**config.mk**
```make
export PLATFORM = sky130hd
export DESIGN_NAME = decode_pipe_flat
export DESIGN_NICKNAME = d
export VERILOG_FILES = /design/src/rtl/decode_pipe_if.sv /design/src/rtl/decode_pipe.sv /design/src/flat_wrapper.sv
export SDC_FILE = /design/constraint.sdc
export NUM_CORES = 2
export LEC_CHECK = 0
export CAP_MARGIN = 20
export CORE_MARGIN = 8
export CORE_UTILIZATION = 40
export CTS_CLUSTER_DIAMETER = 120
export DETAILED_ROUTE_END_ITERATION = 8
export PLACE_DENSITY_LB_ADDON = 0.05
export SYNTH_ARGS = -nofsm -noshare
export SYNTH_HDL_FRONTEND = slang
export SYNTH_SLANG_ARGS = --single-unit
```
**constraint.sdc**
```tcl
create_clock -name clk -period 65 [get_ports clk]
set_input_delay 6.5 -clock clk [delete_from_list [all_inputs] [get_ports clk]]
set_output_delay 6.5 -clock clk [all_outputs]
set_load 0.01 [all_outputs]
```
**src/rtl/decode_pipe_if.sv**
```systemverilog
// Fetch/writeback/execute-facing signal bundle for the decode stage.
// master = the side that supplies instructions and consumes decoded bundles,
// slave  = the decode stage itself.
interface decode_pipe_if #(
    parameter int DATA_W = 32,
    parameter int NREG   = 32
);
    localparam int ADDR_W = $clog2(NREG);

    // fetch side
    logic              in_valid;
    logic              in_ready;
    logic [31:0]       inst;
    logic [DATA_W-1:0] pc;
    // writeback port
    logic              wb_en;
    logic [ADDR_W-1:0] wb_addr;
    logic [DATA_W-1:0] wb_data;
    // branch resolution from execute
    logic              br_resolve;
    // execute side
    logic              out_valid;
    logic              out_ready;
    logic              reg_write_d;
    logic              mem_to_reg_d;
    logic              mem_write_d;
    logic              branch_d;
    logic              reg_dst_d;
    logic              illegal_d;
    logic [3:0]        alu_control_d;
    logic [1:0]        alu_src_d;
    logic [DATA_W-1:0] rd1_d;
    logic [DATA_W-1:0] rd2_d;
    logic [ADDR_W-1:0] rs_d;
    logic [ADDR_W-1:0] rt_d;
    logic [ADDR_W-1:0] rd_d;
    logic [4:0]        shamt_d;
    logic [DATA_W-1:0] imm_d;
    logic [DATA_W-1:0] pc_plus_4_d;

    modport master (
        output in_valid, inst, pc, wb_en, wb_addr, wb_data, br_resolve, out_ready,
        input  in_ready, out_valid, reg_write_d, mem_to_reg_d, mem_write_d, branch_d,
               reg_dst_d, illegal_d, alu_control_d, alu_src_d, rd1_d, rd2_d,
               rs_d, rt_d, rd_d, shamt_d, imm_d, pc_plus_4_d
    );

    modport slave (
        input  in_valid, inst, pc, wb_en, wb_addr, wb_data, br_resolve, out_ready,
        output in_ready, out_valid, reg_write_d, mem_to_reg_d, mem_write_d, branch_d,
               reg_dst_d, illegal_d, alu_control_d, alu_src_d, rd1_d, rd2_d,
               rs_d, rt_d, rd_d, shamt_d, imm_d, pc_plus_4_d
    );
endinterface

```
**src/rtl/decode_pipe.sv**
```systemverilog
// MIPS32 decode stage: one registered bundle, regfile with writeback bypass,
// load-use bubble and a branch hold until execute resolves the branch.
module decode_pipe #(
    parameter int DATA_W = 32,
    parameter int NREG   = 32
) (
    input  logic          clk,
    input  logic          rst,
    decode_pipe_if.slave  bus
);
    localparam int ADDR_W = $clog2(NREG);

    localparam logic [5:0] OP_RTYPE = 6'h00;
    localparam logic [5:0] OP_BEQ   = 6'h04;
    localparam logic [5:0] OP_ADDIU = 6'h09;
    localparam logic [5:0] OP_LW    = 6'h23;
    localparam logic [5:0] OP_SW    = 6'h2B;

    typedef enum logic {RUN, BR_WAIT} state_t;

    typedef struct packed {
        logic       reg_write;
        logic       mem_to_reg;
        logic       mem_write;
        logic       branch;
        logic       reg_dst;
        logic       illegal;
        logic [3:0] alu_control;
        logic [1:0] alu_src;
    } ctl_t;

    typedef struct packed {
        ctl_t              ctl;
        logic [DATA_W-1:0] rd1;
        logic [DATA_W-1:0] rd2;
        logic [ADDR_W-1:0] rs;
        logic [ADDR_W-1:0] rt;
        logic [ADDR_W-1:0] rd;
        logic [4:0]        shamt;
        logic [DATA_W-1:0] imm;
        logic [DATA_W-1:0] pc_plus_4;
    } bundle_t;

    state_t            state_q, state_d;
    bundle_t           out_q, out_d;
    logic              out_valid_q, out_valid_d;
    logic [DATA_W-1:0] rf_q [NREG];
    logic [DATA_W-1:0] rf_d [NREG];

    ctl_t              ctl;
    logic [5:0]        op, funct;
    logic [ADDR_W-1:0] rs_i, rt_i, rd_i;
    logic [DATA_W-1:0] rd1_i, rd2_i;
    logic              reads_rt, hazard, in_ready, accept;

    assign op    = bus.inst[31:26];
    assign funct = bus.inst[5:0];
    assign rs_i  = bus.inst[21 +: ADDR_W];
    assign rt_i  = bus.inst[16 +: ADDR_W];
    assign rd_i  = bus.inst[11 +: ADDR_W];

    // Control decode; the all-zero word is a NOP, not an SLL
    always_comb begin
        ctl = '0;
        if (bus.inst != 32'h0) begin
            case (op)
                OP_RTYPE: begin
                    ctl.reg_write = 1'b1;
                    ctl.reg_dst   = 1'b1;
                    case (funct)
                        6'h20, 6'h21: ctl.alu_control = 4'b0000;
                        6'h23:        ctl.alu_control = 4'b0001;
                        6'h24:        ctl.alu_control = 4'b0010;
                        6'h25:        ctl.alu_control = 4'b0011;
                        6'h27:        ctl.alu_control = 4'b0100;
                        6'h26:        ctl.alu_control = 4'b0101;
                        6'h2A:        ctl.alu_control = 4'b1001;
                        6'h2B:        ctl.alu_control = 4'b1010;
                        6'h00: begin ctl.alu_control = 4'b0110; ctl.alu_src = 2'b01; end
                        6'h03: begin ctl.alu_control = 4'b0111; ctl.alu_src = 2'b01; end
                        6'h02: begin ctl.alu_control = 4'b1000; ctl.alu_src = 2'b01; end
                        default: begin ctl = '0; ctl.illegal = 1'b1; end
                    endcase
                end
                OP_ADDIU: begin ctl.reg_write = 1'b1; ctl.alu_src = 2'b10; end
                OP_LW: begin
                    ctl.reg_write  = 1'b1;
                    ctl.mem_to_reg = 1'b1;
                    ctl.alu_src    = 2'b10;
                end
                OP_SW:  begin ctl.mem_write = 1'b1; ctl.alu_src = 2'b10; end
                OP_BEQ: begin ctl.branch = 1'b1; ctl.alu_control = 4'b0001; end
                default: ctl.illegal = 1'b1;
            endcase
        end
    end

    // Operand read with same-cycle writeback bypass; r0 always reads zero
    always_comb begin
        rd1_i = rf_q[rs_i];
        rd2_i = rf_q[rt_i];
        if (bus.wb_en && bus.wb_addr == rs_i) rd1_i = bus.wb_data;
        if (bus.wb_en && bus.wb_addr == rt_i) rd2_i = bus.wb_data;
        if (rs_i == '0) rd1_i = '0;
        if (rt_i == '0) rd2_i = '0;
    end

    // Load-use: the load sitting in the output register feeds this instruction
    assign reads_rt = (op == OP_RTYPE) || (op == OP_BEQ) || (op == OP_SW);
    assign hazard   = out_valid_q && out_q.ctl.mem_to_reg && (out_q.rt != '0) &&
                      ((out_q.rt == rs_i) || (reads_rt && out_q.rt == rt_i));
    assign in_ready = (state_q == RUN) && !hazard && (!out_valid_q || bus.out_ready);
    assign accept   = bus.in_valid && in_ready;

    // Output register: load on accept, drain on out_ready, else hold
    always_comb begin
        out_d       = out_q;
        out_valid_d = out_valid_q;
        if (accept) begin
            out_valid_d     = 1'b1;
            out_d.ctl       = ctl;
            out_d.rd1       = rd1_i;
            out_d.rd2       = rd2_i;
            out_d.rs        = rs_i;
            out_d.rt        = rt_i;
            out_d.rd        = rd_i;
            out_d.shamt     = bus.inst[10:6];
            out_d.imm       = {{(DATA_W-16){bus.inst[15]}}, bus.inst[15:0]};
            out_d.pc_plus_4 = bus.pc + DATA_W'(4);
        end else if (bus.out_ready) begin
            out_valid_d = 1'b0;
        end
    end

    // Branch hold: stall fetch from BEQ accept until execute resolves it
    always_comb begin
        state_d = state_q;
        case (state_q)
            RUN:     if (accept && op == OP_BEQ) state_d = BR_WAIT;
            BR_WAIT: if (bus.br_resolve)         state_d = RUN;
            default: state_d = RUN;
        endcase
    end

    // Regfile next value; writes to r0 are dropped
    always_comb begin
        rf_d = rf_q;
        if (bus.wb_en && bus.wb_addr != '0) rf_d[bus.wb_addr] = bus.wb_data;
    end

    // State, output bundle and regfile registers
    always_ff @(posedge clk or posedge rst) begin
        if (rst) begin
            state_q     <= RUN;
            out_q       <= '0;
            out_valid_q <= 1'b0;
            for (int i = 0; i < NREG; i++) rf_q[i] <= '0;
        end else begin
            state_q     <= state_d;
            out_q       <= out_d;
            out_valid_q <= out_valid_d;
            rf_q        <= rf_d;
        end
    end

    assign bus.in_ready      = in_ready;
    assign bus.out_valid     = out_valid_q;
    assign bus.reg_write_d   = out_q.ctl.reg_write;
    assign bus.mem_to_reg_d  = out_q.ctl.mem_to_reg;
    assign bus.mem_write_d   = out_q.ctl.mem_write;
    assign bus.branch_d      = out_q.ctl.branch;
    assign bus.reg_dst_d     = out_q.ctl.reg_dst;
    assign bus.illegal_d     = out_q.ctl.illegal;
    assign bus.alu_control_d = out_q.ctl.alu_control;
    assign bus.alu_src_d     = out_q.ctl.alu_src;
    assign bus.rd1_d         = out_q.rd1;
    assign bus.rd2_d         = out_q.rd2;
    assign bus.rs_d          = out_q.rs;
    assign bus.rt_d          = out_q.rt;
    assign bus.rd_d          = out_q.rd;
    assign bus.shamt_d       = out_q.shamt;
    assign bus.imm_d         = out_q.imm;
    assign bus.pc_plus_4_d   = out_q.pc_plus_4;
endmodule

```
**src/flat_wrapper.sv**
```systemverilog
// flat-port wrapper written by rule: the top's interface ports become plain ports
module decode_pipe_flat 
#(
    parameter int DATA_W = 32,
    parameter int NREG   = 32
)
  (clk, rst, bus_in_valid, bus_inst, bus_pc, bus_wb_en, bus_wb_addr, bus_wb_data, bus_br_resolve, bus_out_ready, bus_in_ready, bus_out_valid, bus_reg_write_d, bus_mem_to_reg_d, bus_mem_write_d, bus_branch_d, bus_reg_dst_d, bus_illegal_d, bus_alu_control_d, bus_alu_src_d, bus_rd1_d, bus_rd2_d, bus_rs_d, bus_rt_d, bus_rd_d, bus_shamt_d, bus_imm_d, bus_pc_plus_4_d);
  decode_pipe_if #(.DATA_W(DATA_W), .NREG(NREG)) bus_i ();
  input  logic clk;
  input  logic rst;
  input wire logic [$bits(bus_i.in_valid)-1:0] bus_in_valid;
  input wire logic [$bits(bus_i.inst)-1:0] bus_inst;
  input wire logic [$bits(bus_i.pc)-1:0] bus_pc;
  input wire logic [$bits(bus_i.wb_en)-1:0] bus_wb_en;
  input wire logic [$bits(bus_i.wb_addr)-1:0] bus_wb_addr;
  input wire logic [$bits(bus_i.wb_data)-1:0] bus_wb_data;
  input wire logic [$bits(bus_i.br_resolve)-1:0] bus_br_resolve;
  input wire logic [$bits(bus_i.out_ready)-1:0] bus_out_ready;
  output wire logic [$bits(bus_i.in_ready)-1:0] bus_in_ready;
  output wire logic [$bits(bus_i.out_valid)-1:0] bus_out_valid;
  output wire logic [$bits(bus_i.reg_write_d)-1:0] bus_reg_write_d;
  output wire logic [$bits(bus_i.mem_to_reg_d)-1:0] bus_mem_to_reg_d;
  output wire logic [$bits(bus_i.mem_write_d)-1:0] bus_mem_write_d;
  output wire logic [$bits(bus_i.branch_d)-1:0] bus_branch_d;
  output wire logic [$bits(bus_i.reg_dst_d)-1:0] bus_reg_dst_d;
  output wire logic [$bits(bus_i.illegal_d)-1:0] bus_illegal_d;
  output wire logic [$bits(bus_i.alu_control_d)-1:0] bus_alu_control_d;
  output wire logic [$bits(bus_i.alu_src_d)-1:0] bus_alu_src_d;
  output wire logic [$bits(bus_i.rd1_d)-1:0] bus_rd1_d;
  output wire logic [$bits(bus_i.rd2_d)-1:0] bus_rd2_d;
  output wire logic [$bits(bus_i.rs_d)-1:0] bus_rs_d;
  output wire logic [$bits(bus_i.rt_d)-1:0] bus_rt_d;
  output wire logic [$bits(bus_i.rd_d)-1:0] bus_rd_d;
  output wire logic [$bits(bus_i.shamt_d)-1:0] bus_shamt_d;
  output wire logic [$bits(bus_i.imm_d)-1:0] bus_imm_d;
  output wire logic [$bits(bus_i.pc_plus_4_d)-1:0] bus_pc_plus_4_d;
  assign bus_i.in_valid = bus_in_valid;
  assign bus_i.inst = bus_inst;
  assign bus_i.pc = bus_pc;
  assign bus_i.wb_en = bus_wb_en;
  assign bus_i.wb_addr = bus_wb_addr;
  assign bus_i.wb_data = bus_wb_data;
  assign bus_i.br_resolve = bus_br_resolve;
  assign bus_i.out_ready = bus_out_ready;
  assign bus_in_ready = bus_i.in_ready;
  assign bus_out_valid = bus_i.out_valid;
  assign bus_reg_write_d = bus_i.reg_write_d;
  assign bus_mem_to_reg_d = bus_i.mem_to_reg_d;
  assign bus_mem_write_d = bus_i.mem_write_d;
  assign bus_branch_d = bus_i.branch_d;
  assign bus_reg_dst_d = bus_i.reg_dst_d;
  assign bus_illegal_d = bus_i.illegal_d;
  assign bus_alu_control_d = bus_i.alu_control_d;
  assign bus_alu_src_d = bus_i.alu_src_d;
  assign bus_rd1_d = bus_i.rd1_d;
  assign bus_rd2_d = bus_i.rd2_d;
  assign bus_rs_d = bus_i.rs_d;
  assign bus_rt_d = bus_i.rt_d;
  assign bus_rd_d = bus_i.rd_d;
  assign bus_shamt_d = bus_i.shamt_d;
  assign bus_imm_d = bus_i.imm_d;
  assign bus_pc_plus_4_d = bus_i.pc_plus_4_d;
  decode_pipe #(.DATA_W(DATA_W), .NREG(NREG)) u_core (.clk(clk), .rst(rst), .bus(bus_i));
endmodule
```
# --- Word level (Yosys, flattened, before mapping) ---
# Cells that the tools add are included.
totals:
  register_bits: 1170
  input_bits: 107
  output_inout_bits: 162
  elab_cells: 139
classes:
  n_addsub: 1
  order_cmp: 4
  eq_ne: 19
  mux: 30
  bitwise_logic: 4
  reduce_logical: 31
op_table:
  columns: ["operator", "n"]
  rows:
  - ["$bwmux 1024", 1]
  - ["$bmux 32 s5", 2]
  - ["$mux 32", 9]
  - ["$demux 32 s5", 1]
  - ["$eq 6x6->1 const B", 11]
  - ["$pmux 4 s10", 1]
  - ["$add 32x3->32 const B", 1]
  - ["$reduce_bool 32->1", 1]
  - ["$eq 5x5->1", 4]
  - ["$ge 6x6->1 const B", 3]
  - ["$not 5->6", 3]
  - ["$eq 6x2->1 const B", 2]
  - ["$logic_and 1x1->1", 12]
  - ["$logic_not 6->1", 2]
  - ["$mux 12", 1]
  - ["$pmux 1 s2", 6]
  - ["$reduce_or 12->1", 1]
  - ["$logic_not 5->1", 2]
  - ["$reduce_bool 5->1", 2]
  - ["$pmux 4 s2", 1]
  - ["$eq 6x3->1 const B", 1]
  - ["$eq 6x4->1 const B", 1]
  - ["$lt 6x1->1 const B", 1]
  - ["$mux 1", 6]
  - ["9 further kinds", 14]

# --- Logic depth before layout (Yosys ltp) ---
depth:
  word_depth: 13
  ltp_mapped: 10

# --- Worst setup path after synthesis ---
# OpenSTA, ideal clock, no wires.
synth_timing:
  path_kind: "input to output"
  from: "input port bus_inst[25]"
  to: "output port bus_in_ready"
  arrival_ns: 7.862
  required_time_ns: 58.500
  setup_slack_ns: 50.638
  cell_stages: 5
  path_buffers: 1
  cell_sequence: "clkbuf_1 > xnor2_1 > nand3_1 > or4_2 > and3_1"
synth_between:
  elab_chain_len: 6
synth_rtl:
  columns: ["element", "line", "rtl"]
  rows:
  - ["start: declaration", "flat_wrapper.sv:12", "input wire logic [$bits(bus_i.inst)-1:0] bus_inst;"]
  - ["$eq 5x5->1", "decode_pipe.sv:111", "((out_q.rt == rs_i) || (reads_rt && out_q.rt == rt_i));"]
  - ["$logic_or 1x1->1", "decode_pipe.sv:111", null]
  - ["$logic_and 1x1->1", "decode_pipe.sv:110", "assign hazard = out_valid_q && out_q.ctl.mem_to_reg && (out_q.rt != '0) &&"]
  - ["$logic_not 1->1", "decode_pipe.sv:112", "assign in_ready = (state_q == RUN) && !hazard && (!out_valid_q || bus.out_ready);"]
  - ["$logic_and 1x1->1 (2 in series)", "decode_pipe.sv:112", null]
  - ["end: declaration", "flat_wrapper.sv:19", "output wire logic [$bits(bus_i.in_ready)-1:0] bus_in_ready;"]
# Every way passes these cells.

# --- Worst setup path after layout ---
# Ends and elaborated chain as after synthesis.

==> metrics <==
post-route insts no fill 6,476; Yosys reg bits 1,160; Pwr Total 2.19 mW; drt drc 0; GPL Wtd Cong 0.752; PostCTS Resize Cnt 0; Clock Skew 0.0200 ns; Post-CTS Setup Inserts 0; minimum clock period 15.48 ns; Critical Path Stages 7; Internal Power 1.59 mW; cell seen most often among critical-path stages clkdlybuf4s50_1; dpl hpwl 116,000 um; initial antenna violation count 7; WL final 212,000 um; PD cells 31.5 mW/mm^2; CP max FO 19; layout cells sized above 1 41.9%; combinational share of power 20.1%; Syn. warnings 0; Detail Route Antenna Nets 0; Die Y 405 um; layout filler cell count 13,500; Synth Area in Simple Gates 3.70%; Avg WL per Cell 32.7 um; CTS H-tree depth 4; slowest CP cell or4_2; Psw 0.598 mW; Worst-Margin Slew 1.21 ns; mux contribution to synthesized area 39.3%; Worst EP required 58.50 ns; final cycle utilization of the critical path 23.8%; CTS Root Cell clkbuf_16; die width 405 um; Netlist Area Pre-Place 0.0605 mm^2; num rows 142; compound-gate portion of the synthesized area 4.68%; asr flop ratio synth 100%; TritonCTS clock tree yes; Vias/cell 6.13; Min-Delay Path Class register to register; syn avg cell area 14.0 um^2; WL met1 98,800 um; die area 0.164 mm^2; Fin. Hold Viols 0; vias in the first global route 40,500; Core Util, Final 46.5%; Max rail drop VDD 0.0307 mV; RSZ-0062 raised after global routing no; port bufs 268; Post-Synth XOR/XNOR Area 0.710%; part of the Yosys area used for sequential elements 48.0%; CTS Sinks 1,160; Clk pwr share 36.3%; worst-case reg-to-reg path depth 8; Crit path max-delay family buffers and inverters; DR pass1 iterations 6; Final nets 4,456; achievable clock frequency 64.6 MHz; WP buf/inv 3; Max-cap violations 0; crit path capture type output pin; Leak Pwr 29.9 nW; Pins Over Slew Limit 0; Post-Synth Adder-Cell Area 0.0207%; CTS Buf Count 140; Worst EP arrival 8.98 ns; clock slew at reported path FFs 0.05 ns; metal3 WL 13,400 um; gr usage total 25.6%; largest net degree at the start of global routing 151; syn nets 4,418; first-pass GRT wire length 306,000 um; Sw Ratio 27.3%; outcome finished, final reports clean; Final setup viols 0; Highest Signal Layer met4; setup TNS 0 ns; most common cell after layout, fill and taps aside dfrtp_1; sequential power share 43.6%; Netlist cell types 56; WHS Path Cells 0; nature of the critical path startpoint input port; Gate Count Post-Synth 4,310; Core Region 0.150 mm^2; largest family of logic cells by synthesized area multiplexers; wire length on met2 95,400 um; DR vias 39,700; IO Pins 269; Rel. slew slack 19.1%; most frequent cells in the layout 1,160 x dfrtp_1, 1,035 x mux2_2, 434 x mux4_2; initial DRC count 3,283; Post-synth top flop dfrtp_1; global route overflow 0; Max Root-Sink Buffers 3; Worst Path Class, Setup input port to output pin; cts-stage hold buffer count 0; number of synthesized flops with an enable pin 0; crit path cell chain clkdlybuf4s50_1 -> buf_4 -> xnor2_1 -> nand3_1 -> or4_2 -> and3_1 -> clkdlybuf4s50_1; Starting Density 40.3%; CP peak stage delay 0.71 ns; Post-Place Cells 6,212; worst-skew pair later-pin latency 0.78 ns; Synth-to-Final Area Change 15.2%
==> kinds of logic after synthesis <==
kind of cell,after synthesis
adders and majority gates,1
DFF,1160
buffers and inverters,502
AOI/OAI and AO/OA,435
muxes,1704
xor gates and xnor gates,49
and+or+nand+nor,459
==> final timing paths <==
kind	start	end	slack [ns]
setup / recovery	bus_inst[25]	bus_in_ready	49.52
hold / removal	u_core.rf_q[995]	u_core.rf_q[995]	0.39
setup reg to reg	u_core.bus.rt_d[3]	u_core.bus.imm_d[14]	60.41
hold reg to reg	u_core.rf_q[995]	u_core.rf_q[995]	0.39
max in group asynchronous	rst	u_core.rf_q[431]	55.48
min in group asynchronous	rst	u_core.bus.pc_plus_4_d[5]	6.36
==> sequential cells by signal (all words and copies together), names as in the netlist <==
register,cells
u_core.bus.mem_to_reg_d,1
u_core.bus.imm_d,16
u_core.bus.rt_d,5
u_core.bus.pc_plus_4_d,32
u_core.bus.alu_control_d,4
u_core.bus.mem_write_d,1
u_core.bus.reg_write_d,1
u_core.bus.alu_src_d,2
u_core.bus.rd1_d,32
u_core.bus.rs_d,5
u_core.bus.illegal_d,1
u_core.bus.branch_d,1
u_core.bus.reg_dst_d,1
u_core.bus.rd2_d,32
u_core.state_q,1
u_core.bus.out_valid,1
u_core.rf_q,1024
==> per-stage QoR <==
| step | cell area (um^2) | hold WS (ns) | setup slack [ns] |
|---|---|---|---|
| after floorplan | 60500 | 0.441 | 25.83 |
| after global placement | 64700 | 0.376 | 49.51 |
| after detailed placement | 64800 | 0.382 | 49.53 |
| after CTS | 69400 | 0.397 | 49.53 |
| after global routing | 69600 | 0.404 | 49.44 |
| final | 69700 | 0.393 | 49.52 |
==> synth_stat cells, types with 27 or more instances <==
master	count	share of area, %
a21oi_1	27	0.22
a22oi_1	118	1.5
buf_1	62	0.38
buf_2	74	0.61
buf_4	42	0.52
clkbuf_1	312	1.9
dfrtp_1	1160	48
mux2_2	1035	19
mux2i_1	235	3.9
mux4_2	434	16
nand2_1	171	1.1
nand3_1	35	0.29
nor2_1	62	0.38
nor3_1	64	0.53
o21ai_0	114	0.94
o22ai_1	108	1.1
xnor2_1	40	0.58
==> layer usage <==
layer / up-vias / global-route usage (%)
li1: 16500 / -
met1: 21700 / 37.9
met2: 1261 / 39.0
met3: 255 / 4.98
met4: 0 / 5.97
met5: - / 0
==> final cells by class <==
type / count / area (um^2) / share of cell area [%]
multi-input combinational: 2648 / 29600 / 42.5
sequential: 1160 / 29000 / 41.7
clock buffer: 222 / 4340 / 6.23
timing repair buffer: 387 / 3800 / 5.46
tap: 2016 / 2520 / 3.62
clock inverter: 28 / 300 / 0.431
inverter: 11 / 48.8 / 0.0701
antenna: 4 / 10.0 / 0.0144
==> power groups by stage <==
| stage | combinational (mW) | clock [mW] | sequential, mW |
|---|---|---|---|
| 6_report | 0.440 | 0.797 | 0.955 |
| 5_1_grt | 0.474 | 0.845 | 0.974 |
| 4_1_cts | 0.443 | 0.816 | 0.953 |
| 3_5_place_dp | 0.442 | 0 | 0.965 |
| 3_3_place_gp | 0.436 | 0 | 0.960 |
| 2_1_floorplan | 0.316 | 0 | 0.944 |
==> worst reg2reg max path, stage by stage, from the launching register on <==
cell and delay (ns):
dfrtp_1 0.48, or4_1 0.20, o211ai_2 0.10, or4_2 0.73
nand4_4 0.12, buf_4 0.65, buf_4 0.93, buf_4 0.82
mux2_2 0.45
Note: power is estimated with default switching activity, not from simulation.
